### src/rtl/dsp_pkg.sv
// Shared DSP definitions: frame sequencer state encoding and default widths
// used by the sequencer, the core and the host interface.
package dsp_pkg;

    localparam int unsigned PC_WIDTH_DEF  = 11;  // 2048 cycles per 48 kHz frame at 98.304 MHz
    localparam int unsigned CNT_WIDTH_DEF = 8;

    typedef enum logic [2:0] {
        StIdle,
        StWaitTick,
        StRun,
        StDrain,
        StHalted
    } seq_state_e;

endpackage

### src/rtl/sat_counter.sv
// Saturating up-counter with synchronous clear.
//   dsp_clk  : clock, rising edge
//   reset_n  : asynchronous active-low reset
//   inc      : count one event (holds at all-ones)
//   clr      : clear; an inc in the same cycle wins and leaves the count at 1
//   count    : current count
module sat_counter
    import dsp_pkg::*;
#(
    parameter int unsigned CNT_WIDTH = CNT_WIDTH_DEF
) (
    input  logic                 dsp_clk,
    input  logic                 reset_n,
    input  logic                 inc,
    input  logic                 clr,
    output logic [CNT_WIDTH-1:0] count
);

    logic [CNT_WIDTH-1:0] count_q, count_d;

    always_comb begin
        count_d = count_q;
        if (inc && clr) begin
            // The clear applies first, then the coincident event is counted.
            count_d = CNT_WIDTH'(1);
        end else if (inc) begin
            if (count_q != '1) begin
                count_d = count_q + CNT_WIDTH'(1);
            end
        end else if (clr) begin
            count_d = '0;
        end
    end

    always_ff @(posedge dsp_clk or negedge reset_n) begin
        if (!reset_n) begin
            count_q <= '0;
        end else begin
            count_q <= count_d;
        end
    end

    assign count = count_q;

endmodule

### src/rtl/frame_sequencer.sv
// Per-sample frame sequencer for the DSP core. On each accepted frame_tick it
// walks the instruction address from 0 to prog_last, waits DRAIN_CYCLES for the
// core's writes to retire, then reports frame_done. Ticks arriving while a frame
// is busy are dropped and counted as overruns. The host can park the sequencer
// between frames with halt_req to get exclusive parameter-memory access.
//   dsp_clk, reset_n : clock and asynchronous active-low reset
//   enable           : allows new frames to start (only looked at between frames)
//   frame_tick       : one-cycle pulse per sample period
//   prog_last        : address of the last program instruction, latched per frame
//   halt_req         : host request to park between frames
//   clear_overrun    : clears overrun and overrun_count
//   pc, pc_valid     : instruction fetch address and fetch enable
//   frame_start      : one-cycle pulse on the first fetch of a frame
//   frame_done       : one-cycle pulse on the final drain cycle
//   halt_ack         : high while parked
//   overrun          : sticky, set by a tick that arrived while busy
//   overrun_count    : saturating count of such ticks
module frame_sequencer
    import dsp_pkg::*;
#(
    parameter int unsigned PC_WIDTH     = PC_WIDTH_DEF,
    parameter int unsigned DRAIN_CYCLES = 4,
    parameter int unsigned CNT_WIDTH    = CNT_WIDTH_DEF
) (
    input  logic                 dsp_clk,
    input  logic                 reset_n,
    input  logic                 enable,
    input  logic                 frame_tick,
    input  logic [PC_WIDTH-1:0]  prog_last,
    input  logic                 halt_req,
    input  logic                 clear_overrun,
    output logic [PC_WIDTH-1:0]  pc,
    output logic                 pc_valid,
    output logic                 frame_start,
    output logic                 frame_done,
    output logic                 halt_ack,
    output logic                 overrun,
    output logic [CNT_WIDTH-1:0] overrun_count
);

    localparam int unsigned     DrainW    = (DRAIN_CYCLES > 1) ? $clog2(DRAIN_CYCLES) : 1;
    localparam logic [DrainW-1:0] DrainLast = DrainW'(DRAIN_CYCLES - 1);

    seq_state_e          state_q, state_d;
    logic [PC_WIDTH-1:0] pc_q, pc_d;
    logic [PC_WIDTH-1:0] last_q, last_d;
    logic [DrainW-1:0]   drain_q, drain_d;
    logic                start_q, start_d;
    logic                overrun_q, overrun_d;
    logic                drain_final;
    logic                tick_overrun;

    assign drain_final = (state_q == StDrain) && (drain_q == DrainLast);

    always_comb begin
        state_d      = state_q;
        pc_d         = pc_q;
        last_d       = last_q;
        drain_d      = drain_q;
        start_d      = 1'b0;
        tick_overrun = 1'b0;

        unique case (state_q)
            StIdle: begin
                if (enable) begin
                    state_d = StWaitTick;
                end
            end
            StWaitTick: begin
                // halt_req beats a coincident tick; the tick is simply lost.
                if (halt_req) begin
                    state_d = StHalted;
                end else if (!enable) begin
                    state_d = StIdle;
                end else if (frame_tick) begin
                    start_d = 1'b1;
                end
            end
            StRun: begin
                tick_overrun = frame_tick;
                if (pc_q == last_q) begin
                    state_d = StDrain;
                    drain_d = '0;
                end else begin
                    pc_d = pc_q + PC_WIDTH'(1);
                end
            end
            StDrain: begin
                if (drain_final) begin
                    // A tick on the last drain cycle is on time: start back-to-back.
                    if (halt_req) begin
                        state_d = StHalted;
                    end else if (frame_tick && enable) begin
                        start_d = 1'b1;
                    end else begin
                        state_d = StWaitTick;
                    end
                end else begin
                    tick_overrun = frame_tick;
                    drain_d      = drain_q + DrainW'(1);
                end
            end
            StHalted: begin
                if (!halt_req) begin
                    state_d = StWaitTick;
                end
            end
            default: state_d = StIdle;
        endcase

        if (start_d) begin
            state_d = StRun;
            pc_d    = '0;
            last_d  = prog_last;
        end
    end

    // Overrun wins over a coincident clear so the event is never lost.
    assign overrun_d = tick_overrun | (overrun_q & ~clear_overrun);

    always_ff @(posedge dsp_clk or negedge reset_n) begin
        if (!reset_n) begin
            state_q   <= StIdle;
            pc_q      <= '0;
            last_q    <= '0;
            drain_q   <= '0;
            start_q   <= 1'b0;
            overrun_q <= 1'b0;
        end else begin
            state_q   <= state_d;
            pc_q      <= pc_d;
            last_q    <= last_d;
            drain_q   <= drain_d;
            start_q   <= start_d;
            overrun_q <= overrun_d;
        end
    end

    sat_counter #(
        .CNT_WIDTH (CNT_WIDTH)
    ) u_overrun_cnt (
        .dsp_clk (dsp_clk),
        .reset_n (reset_n),
        .inc     (tick_overrun),
        .clr     (clear_overrun),
        .count   (overrun_count)
    );

    assign pc          = pc_q;
    assign pc_valid    = (state_q == StRun);
    assign frame_start = start_q;
    assign frame_done  = drain_final;
    assign halt_ack    = (state_q == StHalted);
    assign overrun     = overrun_q;

endmodule

### config.mk
export PLATFORM = sky130hd
export DESIGN_NAME = frame_sequencer
export DESIGN_NICKNAME = d
export VERILOG_FILES = /design/src/rtl/dsp_pkg.sv /design/src/rtl/sat_counter.sv /design/src/rtl/frame_sequencer.sv
export SDC_FILE = /design/constraint.sdc
export NUM_CORES = 1
export LEC_CHECK = 0
export CAP_MARGIN = 20
export CORE_ASPECT_RATIO = 0.8
export CORE_MARGIN = 3
export CORE_UTILIZATION = 49
export CTS_BUF_LIST = sky130_fd_sc_hd__clkbuf_2
export DETAILED_ROUTE_END_ITERATION = 8
export PLACE_DENSITY = 0.78
export SYNTH_ARGS = -nofsm -noshare
export SYNTH_HDL_FRONTEND = slang
export SYNTH_SLANG_ARGS = --single-unit
### constraint.sdc
create_clock -name dsp_clk -period 2.66 [get_ports dsp_clk]
set_input_delay 0.532 -clock dsp_clk [delete_from_list [all_inputs] [get_ports dsp_clk]]
set_output_delay 0.532 -clock dsp_clk [all_outputs]
set_load 0.01 [all_outputs]
==> Word-level counts from Yosys, hierarchy flattened <==
Cells that the tools add are included.
Widths: inputs -> output; s select.
{ "op_classes": {"n_addsub": 3, "reduce_logical": 11, "mux": 29, "bitwise_logic": 3, "n_eq_ne": 17} }
{ "ops": {"columns": ["operator", "n"], "rows": [
  ["$mux 11", 3],
  ["$mux 8", 4],
  ["$mux 3", 9],
  ["$pmux 3 s5", 1],
  ["$add 11x1->11 const B", 1],
  ["$eq 11x11->1", 1],
  ["$add 8x1->8 const B", 1],
  ["$ne 4x4->1 const B", 2],
  ["$ne 8x8->1 const B", 1],
  ["$mux 1", 7],
  ["$eq 3x2->1 const B", 2],
  ["$ne 3x1->1 const B", 2],
  ["$ne 3x3->1 const B", 2],
  ["$reduce_and 6->1", 1],
  ["$mux 2", 2],
  ["$ne 2x2->1 const B", 2],
  ["$pmux 1 s2", 2],
  ["$pmux 2 s2", 1],
  ["$reduce_and 2->1", 2],
  ["$reduce_bool 2->1", 2],
  ["$eq 3x1->1 const B", 1],
  ["$eq 3x3->1 const B", 1],
  ["$logic_and 1x1->1", 3],
  ["$logic_not 3->1", 1],
  ["other kinds (9)", 9]
]} }
{ "totals": {"elab_cells": 70, "in_bits": 17, "reg_bits": 37} }

==> Logic depth before layout (Yosys ltp) <==
{ "logic_depth": {"ltp_word": 7, "ltp_mapped": 7, "mapped_depth_nobuf": 6} }

==> Cells and area by module <==
A second synthesis with hierarchy kept.
{ "hier_totals": {"cells_unflattened": 210, "area_unflattened_um2": 1929.4} }
{ "modules_own_cells": {"columns": ["mod", "instances", "area_per_inst_um2", "cells_each"], "rows": [
  ["frame_sequencer", 1, 1491.4, 163],
  ["sat_counter", 1, 437.9, 47]
]} }

==> Worst setup path before layout <==
Ideal clock, no wire load.
{ "synth_timing": {"path_type": "register to register", "startpoint": "register drain_q[0]", "endpoint": "register u_overrun_cnt.count_q[7], in the netlist u_overrun_cnt.count[7]", "period_less_slack_ns": 1.729, "n_path_buf": 1, "setup_slack_ns": 0.931, "arrival_time_ns": 1.596, "setup_time_ns": 0.134, "stages_incl_launch_ff": 8, "path_cell_list": "dfrtp_1 -> ha_1 -> nand2_1 -> nand3_4 -> or2_1 -> buf_6 -> o41ai_2 -> a21oi_1"} }
{ "synth_between": {"elab_chain_len": 7, "elab_cells_between_ends": 10} }
{ "synth_rtl": {"columns": ["item", "line_no", "source"], "rows": [
  ["start, declared", "frame_sequencer.sv:47", "logic [DrainW-1:0] drain_q, drain_d;"],
  ["start signal, assigned", "frame_sequencer.sv:133", "drain_q <= drain_d;"],
  ["$eq 2x2->1 (*)", "frame_sequencer.sv:53", "assign drain_final = (state_q == StDrain) && (drain_q == DrainLast);"],
  ["$logic_and 1x1->1 (*)", "frame_sequencer.sv:53", null],
  ["$mux 1 (*)", "frame_sequencer.sv:89", "if (drain_final) begin"],
  ["$pmux 1 s2 (*)", "frame_sequencer.sv:63", "unique case (state_q)"],
  ["$logic_and 1x1->1", "sat_counter.sv:23", "if (inc && clr) begin"],
  ["$ne 3x1->1 (no line) / $reduce_bool 3->1 (equally long branches)", null, null],
  ["$reduce_and 2->1 (no line)", null, null],
  ["end signal, assigned", "sat_counter.sv:39", "count_q <= count_d;"],
  ["end, declared", "sat_counter.sv:19", "logic [CNT_WIDTH-1:0] count_q, count_d;"]
]} }
Every way passes the cells marked *; elsewhere a longest branch is shown, timed or not.
A chain may end at the register's enable or synchronous reset.

==> Worst setup path in the final report <==
{ "layout_timing": {"startpoint": "register state_q[2]", "endpoint": "output port pc_valid"} }
{ "layout_between": {"elab_chain_len": 1} }
{ "layout_rtl": {"columns": ["item", "line_no", "source"], "rows": [
  ["start, declared", "frame_sequencer.sv:44", "seq_state_e state_q, state_d;"],
  ["start signal, assigned", "frame_sequencer.sv:123", "state_q <= StIdle;"],
  ["start signal, assigned", "frame_sequencer.sv:130", "state_q <= state_d;"],
  ["$eq 3x2->1", "frame_sequencer.sv:150", "assign pc_valid = (state_q == StRun);"],
  ["end, declared", "frame_sequencer.sv:33", "output logic pc_valid,"]
]} }
No other way between the ends.

==> qor.tcl <==
set qor(clock-sinks) 37
set qor(critical_path_class) {register to output pin}
set qor(buffer_ports.inserted) 40
set qor(pwr-share-seq_pct) 47.4
set qor(internal_power_consumption_mw) 1.210
set qor(fmax_ghz) 0.4250
set qor(dieHeight_um) 62.62
set qor(post_cts.resized_instances) 0
set qor(maxSlewHeadroom_pct) 69.21
set qor(pwr-share-comb_pct) 40.9
set qor(area_share_of_xor_xnor_cells_in_the_synthesized_design_pct) 6.692
set qor(drv_slew) 0
set qor(clockBufferDepth) 2
set qor(crit_arrival_ns) 1.82
set qor(p_switching_uw) 762.5
set qor(clock-skew-final_ns) 0.02075
set qor(insertedDiodeCount) 0
set qor(critPathRequiredTime_ns) 2.13
set qor(sw_frac_of_total_pct) 38.65
set qor(area_delta_synth_final_pct) 24.54
set qor(max_stage_delay_ns) 0.57
set qor(largest_family_of_logic_cells_by_synthesized_area) {simple AND/OR/NAND/NOR gates}
set qor(timing_hold_violations_final) 0
set qor(hold_path.class) {register to register}
set qor(cts_tree) {yes}
set qor(mostFrequentLayoutCell) {nand2_1}
set qor(drt_first_iter_violations) 73
set qor(outcome) {completed}
set qor(max-vdd-ir-drop_mv) 0.4595
set qor(post_cts.repair.setup_buffers) 0
set qor(cts.root.buffer_cell) {clkbuf_2}
set qor(ys_types) 43
set qor(grt_overflow) 0
set qor(synth_adder_area_share_pct) 1.912
set qor(synthCells) 212
set qor(route.vias.total) 1702
set qor(clockPowerShare_pct) 11.7
set qor(static-leakage-power_nw) 1.034
set qor(ys_ff_latch) 37
set qor(cts-buffers-inserted) 5
set qor(detailedPlacementHpwl_um) 3101
set qor(syn_area_mm2) 0.001963
set qor(floorplan_row_count) 19
set qor(grt_antenna_before_repair) 0
set qor(timing.critical_path.cells) {nand2b_1, nor2_2, clkdlybuf4s50_1}
set qor(ant_nets) 0
set qor(ctsHtreeMaxLevel) 2
set qor(placement_stage_cell_area_mm2) 0.002415
set qor(postLayoutCellArea_mm2) 0.002445
set qor(clock_latency_ns) 0.40
set qor(synth-simple-area-share_pct) 26.83
set qor(rsz0062_at_grt) {no}
set qor(grt_pass1_vias) 1531
set qor(num_io_pins) 41
set qor(max_slew.worst_pin.slew_ns) 0.4618
set qor(synth_fp_nets) 232
set qor(chipWidth_um) 76.77
set qor(yosysWarnings) 0
set qor(synth_enable_flop_cells) 0
set qor(commonest_cells_after_routing_fill_and_taps_aside) {46 x nand2_1, 40 x clkdlybuf4s50_1, 37 x dfrtp_1}
set qor(synth_compound_area_share_pct) 12.11
set qor(critical_path.max_fanout) 5
set qor(critical_path.slowest_cell) {clkdlybuf4s50_1}
set qor(p_per_area_mw_per_mm2) 807.0
set qor(first_pass_grt_wire_length_um) 7389
set qor(drt_pass1_iterations) 4
set qor(grtUsageTotal_pct) 19.40
set qor(drv_cap) 0
set qor(synth_flop_cell) {dfrtp_1}
set qor(remaining_drc_errors) 0
set qor(vias_per_cell) 5.562
set qor(cp-start-kind) {register}
set qor(cts.reportedPaths.clkPinSlew_ns) 0.16
set qor(syn-mean-instance-area_um2) 9.260
set qor(wirelength_um) 4235
set qor(final_setup_violating_endpoints) 0
set qor(nets) 275
set qor(finalWeightedCongestion) 0.9191
set qor(synth_async_sr_flop_share_pct) 100.0
set qor(fillerInstances) 309
set qor(finalSetupTns_ns) 0
set qor(fp.dieArea_mm2) 0.004807
set qor(layout_min_cycle_time_ns) 2.353
set qor(synth.yosys.seq_area_share_pct) 47.16
set qor(endpoint_kind) {output pin}
set qor(fp.coreArea_mm2) 0.003637
set qor(post_synth_mux_area_share_pct) 2.103
set qor(grt_start_max_net_pins) 38
set qor(post_route_cells_drive_above_1_share_pct) 6.299
set qor(min_period_over_period_pct) 88.46
set qor(cts.hold.buffers_added) 0
set qor(initial_utilization_pct) 53.97
set qor(routed_wire_length_per_instance_um) 13.84
power groups by stage:
stage,sequential [mW],clock (mW),combinational (mW)
6_report,0.934,0.231,0.807
5_1_grt,0.969,0.263,0.904
4_1_cts,0.937,0.239,0.816
3_5_place_dp,0.950,0,0.812
3_3_place_gp,0.944,0,0.791
2_1_floorplan,0.911,0,0.557
cell type report:
| type | instances | area (µm²) | share of cell area, % |
|---|---|---|---|
| Multi-Input combinational cell | 162 | 974.7 | 39.87 |
| Inverter | 5 | 18.77 | 0.7677 |
| Tap cell | 52 | 65.06 | 2.661 |
| Clock buffer | 5 | 25.02 | 1.024 |
| Timing Repair Buffer | 44 | 430.4 | 17.60 |
| Clock inverter | 1 | 5.005 | 0.2047 |
| Sequential cell | 37 | 925.9 | 37.87 |
cells by family after synthesis:
group / count (synthesis)
DFF: 37
and+or+nand+nor: 105
AOI/OAI and AO/OA: 35
adders and majority gates: 3
buffers and inverters: 13
xor gates and xnor gates: 15
muxes: 4
flip-flops by register name, indices dropped and copies added, names as in the netlist:
register and count:
state_q 3, last_q 11, frame_start 1, drain_q 2
u_overrun_cnt.count 8, overrun 1, pc 11
stage by stage:
step / utilization [%] / hold WS (ns) / setup WS, ns / power (mW) / instances
after global routing: 67.22 / 0.5449 / 0.1295 / 2.136 / 306
after global placement: 66.39 / 0.4811 / 0.5815 / 1.735 / 300
final: 67.22 / 0.5186 / 0.3070 / 1.973 / 306
after floorplan: - / 0.2364 / 0.9308 / 1.468 / 212
after CTS: 67.22 / 0.5237 / 0.2846 / 1.992 / 306
after detailed placement: 66.39 / 0.4867 / 0.5693 / 1.762 / 300
metal layers:
| metal | GRT usage (%) | share of wire [%] | up-vias |
|---|---|---|---|
| met5 | 0 | 0 | - |
| met4 | 7.014 | 1.5 | 0 |
| met3 | 6.196 | 5.8 | 7 |
| met2 | 27.50 | 45 | 52 |
| met1 | 27.62 | 48 | 811 |
| li1 | - | - | 832 |
final timing paths:
kind                                 start  slack (ns)    endpoint  depth (start not counted)
worst max register to register       pc[8]        0.76       pc[4]                          6
worst max-delay path            state_q[2]        0.31    pc_valid                          3
max in group asynchronous          reset_n        1.79  state_q[2]                          2
min in group asynchronous          reset_n        0.53       pc[8]                          2
worst min-delay path             last_q[0]        0.52   last_q[0]                          2
worst min register to register   last_q[0]        0.52   last_q[0]                          2
cells in the mapped netlist (4+ instances only):
library cell | number | area share (%)
a21oi_1 | 11 | 2.8
buf_2 | 5 | 1.3
dfrtp_1 | 37 | 47
inv_1 | 5 | 0.96
nand2_1 | 46 | 8.8
nand2b_1 | 4 | 1.3
nand3_1 | 8 | 2.0
nand4_1 | 5 | 1.6
nor2_1 | 11 | 2.1
nor3_1 | 7 | 1.8
o21ai_0 | 8 | 2.0
xnor2_1 | 15 | 6.7
worst max-delay path: cells and delay by family, from the launching register on:
family,cells,cell delay (ns)
flip-flops,1,0.46
buffers and inverters,1,0.57
AND/OR/NAND/NOR,2,0.41
No activity file was read; power rests on OpenSTA's default activity.
